### src/rtl/psec6_readout_sequencer.sv
// psec6_readout_sequencer: walks every enabled channel and counter index after an
// acquisition stops, fetches each counter word over a req/ack handshake and
// queues it MSB byte first into a small byte FIFO drained by the SPI read path.
module psec6_readout_sequencer #(
    parameter int unsigned NUM_CH     = 8,
    parameter int unsigned NUM_SEL    = 5,
    parameter int unsigned WORD_W     = 16,
    parameter int unsigned FIFO_DEPTH = 4
) (
    input  logic              spi_clk,
    input  logic              rstn,
    input  logic              inst_readout,
    input  logic              inst_rst,
    input  logic              clk_enable,
    input  logic [NUM_CH-1:0] readout_mask,
    output logic [2:0]        ch_sel,
    output logic [2:0]        select_reg,
    output logic              ch_req,
    input  logic              ch_ack,
    input  logic [WORD_W-1:0] ch_data,
    input  logic              fifo_pop,
    output logic [7:0]        fifo_rdata,
    output logic              fifo_empty,
    output logic              fifo_full,
    output logic              busy,
    output logic              done,
    output logic              cmd_err
);

    localparam int unsigned PTR_W = $clog2(FIFO_DEPTH);
    localparam int unsigned CNT_W = PTR_W + 1;

    typedef enum logic [2:0] {
        S_IDLE, S_FIND, S_REQ, S_WAIT_ACK, S_PUSH_HI, S_PUSH_LO, S_NEXT, S_DONE
    } state_e;

    state_e            state_q;
    logic [2:0]        ch_sel_q;
    logic [2:0]        sel_q;
    logic              ch_req_q;
    logic              busy_q;
    logic              done_q;
    logic              cmd_err_q;
    logic [WORD_W-1:0] data_q;

    logic [7:0]        mem_q [FIFO_DEPTH];
    logic [PTR_W-1:0]  wr_ptr_q;
    logic [PTR_W-1:0]  rd_ptr_q;
    logic [CNT_W-1:0]  count_q;

    logic              any_above;
    logic              ch_en;
    logic              last_ch;
    logic              last_sel;
    logic              full_w;
    logic              empty_w;
    logic              push_w;
    logic              pop_w;
    logic [7:0]        push_byte;

    // Channel scan helpers: is the current channel enabled, and is any enabled at or above it
    always_comb begin
        any_above = 1'b0;
        for (int unsigned i = 0; i < NUM_CH; i++) begin
            if (i >= 32'(ch_sel_q) && readout_mask[i]) any_above = 1'b1;
        end
        ch_en    = readout_mask[ch_sel_q];
        last_ch  = (ch_sel_q == 3'(NUM_CH - 1));
        last_sel = (sel_q == 3'(NUM_SEL - 1));
    end

    // FIFO push/pop qualification; inst_rst overrides both
    always_comb begin
        full_w    = (count_q == CNT_W'(FIFO_DEPTH));
        empty_w   = (count_q == '0);
        push_w    = !inst_rst && !full_w && (state_q == S_PUSH_HI || state_q == S_PUSH_LO);
        pop_w     = !inst_rst && fifo_pop && !empty_w;
        push_byte = (state_q == S_PUSH_HI) ? data_q[WORD_W-1 -: 8] : data_q[7:0];
    end

    // Readout sequencer FSM with registered outputs
    always_ff @(posedge spi_clk or negedge rstn) begin
        if (!rstn) begin
            state_q   <= S_IDLE;
            ch_sel_q  <= '0;
            sel_q     <= '0;
            ch_req_q  <= 1'b0;
            busy_q    <= 1'b0;
            done_q    <= 1'b0;
            cmd_err_q <= 1'b0;
            data_q    <= '0;
        end else if (inst_rst) begin
            state_q   <= S_IDLE;
            ch_sel_q  <= '0;
            sel_q     <= '0;
            ch_req_q  <= 1'b0;
            busy_q    <= 1'b0;
            done_q    <= 1'b0;
            cmd_err_q <= 1'b0;
        end else begin
            case (state_q)
                S_IDLE: begin
                    if (inst_readout) begin
                        if (clk_enable) begin
                            cmd_err_q <= 1'b1;
                        end else begin
                            done_q    <= 1'b0;
                            cmd_err_q <= 1'b0;
                            busy_q    <= 1'b1;
                            ch_sel_q  <= '0;
                            sel_q     <= '0;
                            state_q   <= S_FIND;
                        end
                    end
                end
                S_FIND: begin
                    if (ch_en)           state_q  <= S_REQ;
                    else if (!any_above) state_q  <= S_DONE;
                    else                 ch_sel_q <= ch_sel_q + 3'd1;
                end
                S_REQ: begin
                    if (!ch_ack) begin
                        ch_req_q <= 1'b1;
                        state_q  <= S_WAIT_ACK;
                    end
                end
                S_WAIT_ACK: begin
                    if (ch_ack) begin
                        data_q   <= ch_data;
                        ch_req_q <= 1'b0;
                        state_q  <= S_PUSH_HI;
                    end
                end
                S_PUSH_HI: if (!full_w) state_q <= S_PUSH_LO;
                S_PUSH_LO: if (!full_w) state_q <= S_NEXT;
                S_NEXT: begin
                    if (!last_sel) begin
                        sel_q   <= sel_q + 3'd1;
                        state_q <= S_REQ;
                    end else if (last_ch) begin
                        state_q <= S_DONE;
                    end else begin
                        sel_q    <= '0;
                        ch_sel_q <= ch_sel_q + 3'd1;
                        state_q  <= S_FIND;
                    end
                end
                S_DONE: begin
                    busy_q   <= 1'b0;
                    done_q   <= 1'b1;
                    ch_sel_q <= '0;
                    sel_q    <= '0;
                    state_q  <= S_IDLE;
                end
                default: state_q <= S_IDLE;
            endcase
        end
    end

    // FIFO pointers and occupancy; pointers wrap naturally since depth is a power of 2
    always_ff @(posedge spi_clk or negedge rstn) begin
        if (!rstn) begin
            wr_ptr_q <= '0;
            rd_ptr_q <= '0;
            count_q  <= '0;
        end else if (inst_rst) begin
            wr_ptr_q <= '0;
            rd_ptr_q <= '0;
            count_q  <= '0;
        end else begin
            if (push_w) wr_ptr_q <= wr_ptr_q + 1'b1;
            if (pop_w)  rd_ptr_q <= rd_ptr_q + 1'b1;
            case ({push_w, pop_w})
                2'b10:   count_q <= count_q + 1'b1;
                2'b01:   count_q <= count_q - 1'b1;
                default: count_q <= count_q;
            endcase
        end
    end

    // FIFO storage; contents need no reset because the read port is masked when empty
    always_ff @(posedge spi_clk) begin
        if (push_w) mem_q[wr_ptr_q] <= push_byte;
    end

    assign ch_sel     = ch_sel_q;
    assign select_reg = sel_q;
    assign ch_req     = ch_req_q;
    assign busy       = busy_q;
    assign done       = done_q;
    assign cmd_err    = cmd_err_q;
    assign fifo_empty = empty_w;
    assign fifo_full  = full_w;
    assign fifo_rdata = empty_w ? 8'h00 : mem_q[rd_ptr_q];

endmodule

### config.mk
export PLATFORM = sky130hd
export DESIGN_NAME = psec6_readout_sequencer
export DESIGN_NICKNAME = d
export VERILOG_FILES = /design/src/rtl/psec6_readout_sequencer.sv
export SDC_FILE = /design/constraint.sdc
export NUM_CORES = 1
export LEC_CHECK = 0
export ABC_CLOCK_PERIOD_IN_PS = 2400
export BUFFER_PORTS_ARGS = -buffer_cell sky130_fd_sc_hd__buf_2
export CORE_ASPECT_RATIO = 1.4
export CORE_MARGIN = 2
export CORE_UTILIZATION = 44
export CTS_CLUSTER_DIAMETER = 30
export DETAILED_ROUTE_END_ITERATION = 7
export GPL_ROUTABILITY_DRIVEN = 1
export PLACE_DENSITY_LB_ADDON = 0.15
export SLEW_MARGIN = 20
export SYNTH_ARGS = -nofsm -noshare
export SYNTH_HDL_FRONTEND = slang
export SYNTH_SLANG_ARGS = --single-unit
### constraint.sdc
create_clock -name spi_clk -period 2.4 [get_ports spi_clk]
set_clock_uncertainty 0.2 [all_clocks]
set_input_delay 0.48 -clock spi_clk [delete_from_list [all_inputs] [get_ports spi_clk]]
set_output_delay 0.48 -clock spi_clk [all_outputs]
set_load 0.02 [all_outputs]
==> Yosys cells after proc, flatten, opt, wreduce, memory -nomap -nowiden <==
Memory sizes are Yosys's and may differ from the RTL's.
Cells that the tools add are included.
{ "totals": {"reg_bits": 36, "mem_bits_rw": 32, "output_inout_bits": 20, "n_memories": 1} }
{ "mem_list": {"columns": ["memory", "words", "width", "rd", "rd_clocked_by_memory_dff", "write_ports", "line", "rtl"], "rows": [
  ["mem_q", 4, 8, 1, 0, 1, "46", "logic [7:0] mem_q [FIFO_DEPTH];"]
]} }
{ "op_classes": {"addsub": 6, "magnitude_cmp": 8, "n_eq_ne": 24, "muxes": 60, "n_bitwise": 1, "reduce_logical": 33} }
{ "ops": {"columns": ["op", "n"], "rows": [
  ["$mux 3", 22],
  ["$ne 3x3->1 const B", 10],
  ["$mux 1", 24],
  ["$pmux 3 s8", 1],
  ["$eq 3x3->1 const B", 7],
  ["$mux 8", 2],
  ["$reduce_and 7->1", 2],
  ["$pmux 3 s4", 1],
  ["$logic_and 1x1->1", 11],
  ["$add 3x1->3 const B", 3],
  ["$ge 3x3->1 const A", 3],
  ["$pmux 3 s3", 1],
  ["$reduce_and 3->1", 3],
  ["$reduce_bool 3->1", 3],
  ["$mux 2", 4],
  ["$ne 4x4->1 const B", 2],
  ["$reduce_bool 2->1", 4],
  ["$eq 3x2->1 const B", 2],
  ["$ge 1x3->1 const A", 2],
  ["$ge 2x3->1 const A", 2],
  ["$logic_not 3->1", 2],
  ["$pmux 1 s2", 3],
  ["$pmux 3 s2", 1],
  ["$reduce_bool 5->1", 1],
  ["other kinds (13)", 16]
]} }

==> Depth between registers and ports, before layout <==
Gate-level depths: netlist of run 1.
{ "logic_depth": {"word_depth": 14, "mapped_depth": 9} }

==> Worst setup path before layout of run 1 <==
OpenSTA, ideal clock, no wires.
{ "synth_path": {"path_kind": "register to register", "start": "register ch_sel_q[0] (netlist: ch_sel[0])", "end": "register state_q[0]", "setup_ns": 0.125, "arrival_time_ns": 2.205, "t_required_ns": 2.075, "path_slack_ns": -0.130, "stages_incl_launch_ff": 10, "synth_period_minus_slack_ns": 2.530, "cell_sequence": "dfrtp_1 buf_4 inv_1 ha_1 nand3b_1 a2111oi_0 o2111ai_1 nand2_2 o2111ai_4 mux2_4"} }
{ "synth_between": {"elab_chain_len": 12, "elab_cells_between_ends": 29, "classes_between": "7 x order compare; 1 x eq/ne; 13 x mux; 8 x reduce/logical"} }
{ "synth_lines": {"columns": ["item", "line", "rtl"], "rows": [
  ["from (decl)", "38", "logic [2:0] ch_sel_q;"],
  ["from (signal assigned)", "119", "else ch_sel_q <= ch_sel_q + 3'd1;"],
  ["from (signal assigned)", "144", "ch_sel_q <= ch_sel_q + 3'd1;"],
  ["$ge 1x3->1", "65", "if (i >= 32'(ch_sel_q) && readout_mask[i]) any_above = 1'b1;"],
  ["$logic_and 1x1->1", "65", null],
  ["$mux 1 (8 in series)", "65", null],
  ["$ne 4x4->1 (no line)", null, null],
  ["$reduce_and 7->1 (no line)", null, null],
  ["to (signal assigned)", "84", "state_q <= S_IDLE;"],
  ["to (signal assigned)", "93", "state_q <= S_IDLE;"],
  ["to (signal assigned)", "112", "state_q <= S_FIND;"],
  ["to (decl)", "37", "state_e state_q;"]
]} }
Parallel ways exist; a longest one is shown, timed or not. The select of a mux whose other input is x is not followed.
A chain may end at the register's enable or synchronous reset.

==> Worst setup path after layout of run 1 <==
{ "layout_path": {"start": "register rd_ptr_q[0]", "end": "output fifo_rdata[5]"} }
{ "layout_between": {"elab_chain_len": 2} }
{ "layout_lines": {"columns": ["item", "line", "rtl"], "rows": [
  ["from (decl)", "48", "logic [PTR_W-1:0] rd_ptr_q;"],
  ["from (signal assigned)", "172", "if (pop_w) rd_ptr_q <= rd_ptr_q + 1'b1;"],
  ["$mem_v2 4x8", null, null],
  ["$mux 8", "194", "assign fifo_rdata = empty_w ? 8'h00 : mem_q[rd_ptr_q];"],
  ["to (decl)", "22", "output logic [7:0] fifo_rdata,"]
]} }
No other way between the ends.

==> impl_results.md, run 1 <==
- Grt ovf: 0
- Max-Cap Viols: 0
- Residual DRC count: 0
- Post-Syn Area: 3387 um^2
- Asr flop ratio synth: 52.94%
- Critical Path Source Type: flop
- Sequential fraction of the synthesis area: 54.97%
- Mux cell area share after synthesis: 15.88%
- Post-synthesis compound-gate area fraction: 8.681%
- Number of diodes: 0
- Post-Synth Adder-Cell Area: 4.285%
- GP Congestion: 0.8075
- Antenna viol nets, final: 0
- TritonCTS clock tree: yes
- R2r setup slk: 0.11 ns
- Cell variety after synth: 52
- CTS Buf Count: 9
- Drt first pass iters: 4
- Hold Slack: 0.1649 ns
- Post-synth EDFFs: 32
- Critical Path RT: 1.72 ns
- Post-Syn Nets: 310
- Core footprint: 7407 um^2
- Final wirelength: 7.196 mm
- Final hold vios: 0
- Final Total Pwr: 4.965 mW
- Worst min path class: in -> reg
- Max FFs per register: 32
- Period utilization: 98.98%
- Largest family of logic cells by synthesized area: multiplexers
- Simple-Gate Fraction of Synth Area: 12.56%
- Final min period: 2.376 ns
- Worst R2R Start: count_q[0]$_DFFE_PN0P_
- Synth cell count leaders: dfrtp_1, edfxtp_1, mux2_2
- Total GRT Usage: 17.86%
- Clk buf depth: 2
- Final setup fails: 0
- Clock latency on the worst-skew pair: 0.34 ns
- Post-synthesis xor/xnor area fraction: 0.7758%
- Initial antenna violation count: 0
- H-tree levels: 3
- R2R depth: 9
- Largest net degree at the start of global routing: 23
- FP Rows: 37
- Fraction of layout cells with a size suffix above 1: 45.07%
- Critical path class: reg -> out
- Crit path DAT: 1.70 ns
- Largest cells by area after synthesis: edfxtp_1, dfrtp_1, mux2_2
- Max Slew Vio Count: 0
- Slew headroom: 62.47%
- Leading area contributor after synthesis: edfxtp_1
- Via count: 2376
- Worst Path Max Fanout: 4
- Crit Reg-Reg Endpoint: count_q[2]$_DFFE_PN0P_
- Hold path depth: 2
- Top reg by flops: mem_q
- Global-route wire length before repair: 11.23 mm
- Avg Inst Size Synth: 12.64 um^2
- Hold Crit Start: ch_data[1]
- Area Growth Syn to Fin: 30.81%
- # IOs: 51
- WHS Endpoint: data_q[1]$_DFFE_PN0P_
- Starting Density: 45.73%
- Worst-path clk slew: 0.08 ns
- Final #Nets: 392
- Pwr Density: 1121 nW/um^2
- WL/cell: 15.92 um
- Vias in the first global route: 2383
- Port Buf Inserts: 50
- Share of the synthesized area in the top cell type: 28.37%
- Starting DRT DRC Count: 62
- Number of synthesized register bits: 68
- Max Freq: 420.9 MHz
- Synthesized instance count: 268
- Top FF cell, synth: dfrtp_1
- Largest registers: mem_q x32, data_q x16
- Top-count cell post-synth: dfrtp_1
- Largest vdd supply drop: 0.6209 mV
- Sink Count: 68
- Avg Vias per Cell: 5.257
- Die area: 8425 um^2
- Die Wd: 78.15 um
- Unrepaired setup endpoints after global routing: yes
- Clk root buf: clkbuf_8
- Worst-Margin Slew: 0.5629 ns
- Critical Path End Type: primary output
- Yosys warnings: 0
- Lkg Pwr: 1.914 nW
- Post-DP HPWL: 5.028 mm
- Die Y: 107.8 um
- Status: finished clean
-- cell families after synthesis --
group,count (synthesis)
adders and majority gates,11
xor gates and xnor gates,3
DFF,68
muxes,40
buffers and inverters,24
AOI/OAI and AO/OA,40
and+or+nand+nor,82
-- cell usage in the layout, fill, tap and decap left out, drive strengths merged, types with 2 or more instances in the layout --
cell type   n
and2b       2
nor2       23
nand3       2
o2111ai     2
o21ai      12
mux2i       5
nand2      17
xor2        2
a211o       2
bufinv      4
buf        78
o31ai       2
ha         10
nand2b      3
o22ai       2
and3        2
edfxtp     32
inv        15
nand3b      3
clkbuf     12
or3         5
and2       12
nor3        6
nor2b       2
mux4        8
a31oi       2
mux2       27
a21oi      10
dfrtp      36
-- report_power, final --
group	leakage [nW]	internal [mW]	switching, mW
clock	0.134	0.804	0.454
combinational	1.02	1.09	0.955
sequential	0.762	1.51	0.146
total	1.91	3.41	1.56
-- per-layer routing --
layer | up-vias | global-route usage, % | routed length (um)
li1 | 1137 | - | -
met1 | 1180 | 19.78 | 2829
met2 | 49 | 32.27 | 4026
met3 | 10 | 3.104 | 219
met4 | 0 | 9.649 | 120
met5 | - | 0 | 0
-- critical path: stages (launching register included) --
cell       delay (ns)
dfrtp_2          0.43
clkbuf_16        0.17
mux4_2           0.49
and2_4           0.15
buf_6            0.12
-- how the worst max path moves through the flow --
stage                       startpoint                endpoint  slack, ns  depth (start not counted)
6_report       rd_ptr_q[0]$_DFFE_PN0P_           fifo_rdata[5]       0.02                          4
5_1_grt        rd_ptr_q[0]$_DFFE_PN0P_           fifo_rdata[7]      -0.02                          4
4_1_cts         count_q[0]$_DFFE_PN0P_           fifo_rdata[0]      -0.02                          5
3_5_place_dp           readout_mask[6]  state_q[0]$_DFFE_PN0P_       0.05                          7
3_3_place_gp           readout_mask[6]  state_q[0]$_DFFE_PN0P_       0.05                          7
2_1_floorplan    ch_sel[0]$_DFFE_PN0P_  state_q[0]$_DFFE_PN0P_      0.005                          9
-- per-stage QoR --
step / cell area (um^2) / setup TNS, ns / setup WS (ns) / util [%] / instances
final: 4431 / 0 / 0.02439 / 59.81 / 452
after global placement: 3934 / 0 / 0.04685 / 53.11 / 426
after global routing: 4431 / -0.07112 / -0.01544 / 59.81 / 452
after detailed placement: 3934 / 0 / 0.04901 / 53.11 / 426
after floorplan: 3398 / 0 / 0.005338 / - / 268
after CTS: 4248 / -0.02626 / -0.01749 / 57.35 / 445
-- timing repair --
action	in CTS	in global routing
resized for setup	5	33
endpoints found under the hold margin	20	0
pin swaps	0	10
hold buffers	1	0
buffers inserted	2	5
endpoints found under the setup margin	8	12
gates cloned	0	2
-- final cells by class --
cell class | instances | area, um^2
fill | 621 | 2977
sequential | 68 | 1867
multi-input combinational | 176 | 1474
timing repair buffer | 82 | 649.4
clock inverter | 7 | 146.4
clock buffer | 9 | 123.9
tap | 97 | 121.4
inverter | 13 | 48.80
No activity file was read; power rests on OpenSTA's default activity.
==> run 2: changes to the inputs <==
--- a/config.mk
+++ b/config.mk
@@ -13,6 +13,7 @@
 export CTS_CLUSTER_DIAMETER = 30
 export DETAILED_ROUTE_END_ITERATION = 7
 export GPL_ROUTABILITY_DRIVEN = 1
+export MAX_ROUTING_LAYER = met4
 export PLACE_DENSITY_LB_ADDON = 0.15
 export SLEW_MARGIN = 20
 export SYNTH_ARGS = -nofsm -noshare
==> run 2 against run 1 <==
Count of clock-buffer cells in the layout unchanged. First-iteration DRC count up 8.1%. Global-route usage is 0.44 points higher. Core utilization is the same. Non-clock buffer count is the same. Largest power group unchanged. Highest routed layer unchanged.
==> impl_results.md, run 2 (synthesis gave the netlist of run 1 again) <==
- Lkg Pwr: 1.914 nW
- Via count: 2352
- Max FFs per register: 32
- TritonCTS clock tree: yes
- Hold Slack: 0.1631 ns
- Vias in the first global route: 2394
- Final wirelength: 7.186 mm
- Worst-path clk slew: 0.08 ns
- Most frequent cells in the layout: buf_2, dfrtp_1, edfxtp_1
- Global-route wire length before repair: 11.20 mm
- Final min period: 2.363 ns
- Final instance area: 4431 um^2
- R2r setup slk: 0.10 ns
- Clk root buf: clkbuf_8
- Initial antenna violation count: 0
- Worst R2R Start: count_q[0]$_DFFE_PN0P_
- # IOs: 51
- Largest vdd supply drop: 0.6236 mV
- Critical Path RT: 1.72 ns
- Slew headroom: 62.34%
- Residual DRC count: 0
- FP Rows: 37
- Port Buf Inserts: 50
- Setup_tns: 0 ns
- Pwr Density: 1122 nW/um^2
- Die Wd: 78.15 um
- Largest registers: mem_q x32, data_q x16
- Hold Crit Start: ch_data[1]
- Max-Cap Viols: 0
- GP Congestion: 0.8193
- Crit path DAT: 1.68 ns
- Core footprint: 7407 um^2
- Critical Path End Type: primary output
- R2R depth: 9
- Area Growth Syn to Fin: 30.81%
- Final hold vios: 0
- Top reg by flops: mem_q
- Critical-path cell list: clkbuf_16 > mux4_2 > and2_4 > buf_6
- Final core occ: 59.81%
- Total GRT Usage: 18.30%
- Worst Path Max Fanout: 4
- WL/cell: 15.90 um
- Worst min path class: in -> reg
- Grt ovf: 0
- H-tree levels: 3
- Number of diodes: 0
- Fraction of layout cells with a size suffix above 1: 45.07%
- Avg Vias per Cell: 5.204
- Clock latency on the worst-skew pair: 0.34 ns
- WHS Endpoint: data_q[1]$_DFFE_PN0P_
- Max Slew Vio Count: 0
- Post-DP HPWL: 5.028 mm
- Critical Path Source Type: flop
- Status: finished clean
- Worst-Margin Slew: 0.5649 ns
- Die area: 8425 um^2
- Placement Setup Slack: 0.04901 ns
- Largest net degree at the start of global routing: 23
- Sink Count: 68
- Slowest stage delay, CP: 0.48 ns
- Die Y: 107.8 um
- Most common cell after layout, fill and taps aside: buf_2
- Antenna viol nets, final: 0
- Critical path class: reg -> out
- Unrepaired setup endpoints after global routing: yes
- Placed cell area: 3934 um^2
- # fillers: 621
- Drt first pass iters: 4
- CTS Buf Count: 9
- Starting Density: 45.73%
- Crit Reg-Reg Endpoint: count_q[2]$_DFFE_PN0P_
- Period utilization: 98.45%
- Setup WS post-layout: 0.03721 ns
- Clk buf depth: 2
- Hold path depth: 2
- Final #Nets: 392
- Critical Path Slowest Stage Cell: mux4_2
- Final setup fails: 0
- Starting DRT DRC Count: 67
- Max Freq: 423.2 MHz
==> run 2: cell counts in the layout (fill, tap and decap cells not counted) <==
No cell type changed its count.
==> run 2: worst max path at each step <==
stage                             end  cells after the start  slack, ns               startpoint
2_1_floorplan  state_q[0]$_DFFE_PN0P_                      9      0.005    ch_sel[0]$_DFFE_PN0P_
3_3_place_gp   state_q[0]$_DFFE_PN0P_                      7       0.05          readout_mask[6]
3_5_place_dp   state_q[0]$_DFFE_PN0P_                      7       0.05          readout_mask[6]
4_1_cts                 fifo_rdata[0]                      5      -0.02   count_q[0]$_DFFE_PN0P_
5_1_grt                 fifo_rdata[3]                      4      -0.01  rd_ptr_q[0]$_DFFE_PN0P_
6_report                fifo_rdata[5]                      4       0.04  rd_ptr_q[0]$_DFFE_PN0P_
==> run 2: repair_timing <==
action                                 in CTS  in global routing
pin swaps                                   0                 12
buffers inserted                            2                  5
hold buffers                                1                  0
endpoints found under the hold margin      20                  0
setup endpoints to repair                   8                 12
gates resized for setup                     5                 33
gates cloned                                0                  2
==> run 2: final cells by class <==
| cell class | count | area (um^2) | share of cell area [%] |
|---|---|---|---|
| Clock buffer | 9 | 123.9 | 2.796 |
| Clock inverter | 7 | 146.4 | 3.304 |
| Inverter | 13 | 48.80 | 1.101 |
| Multi-Input combinational cell | 176 | 1474 | 33.27 |
| Sequential cell | 68 | 1867 | 42.13 |
| Tap cell | 97 | 121.4 | 2.739 |
| Timing Repair Buffer | 82 | 649.4 | 14.66 |
==> run 2: stage by stage <==
| step | cells | power [mW] |
|---|---|---|
| global route | 452 | 5.246 |
| floorplan | 268 | 2.786 |
| global placement | 426 | 3.270 |
| detailed placement | 426 | 3.312 |
| finish | 452 | 4.970 |
| CTS | 445 | 4.640 |
==> run 2: worst max-delay path, delay by kind of cell (launching register included) <==
kind	cells	cell delay, ns
buffers and inverters	2	0.28
flip-flops	1	0.42
multiplexers	1	0.48
AND/OR/NAND/NOR	1	0.15
==> run 2: report_power, final <==
part | switching, mW | leakage (nW) | total [mW] | internal, mW
Sequential | 0.146 | 0.762 | 1.66 | 1.51
Clock | 0.459 | 0.134 | 1.26 | 0.804
Combinational | 0.956 | 1.02 | 2.05 | 1.09
==> run 2: routing by layer <==
layer	global-route usage, %	wire length (um)	vias up
met3	3.943	210	12
li1	-	-	1137
met5	-	0	-
met4	8.145	171	0
met2	32.33	3960	48
met1	19.66	2844	1155
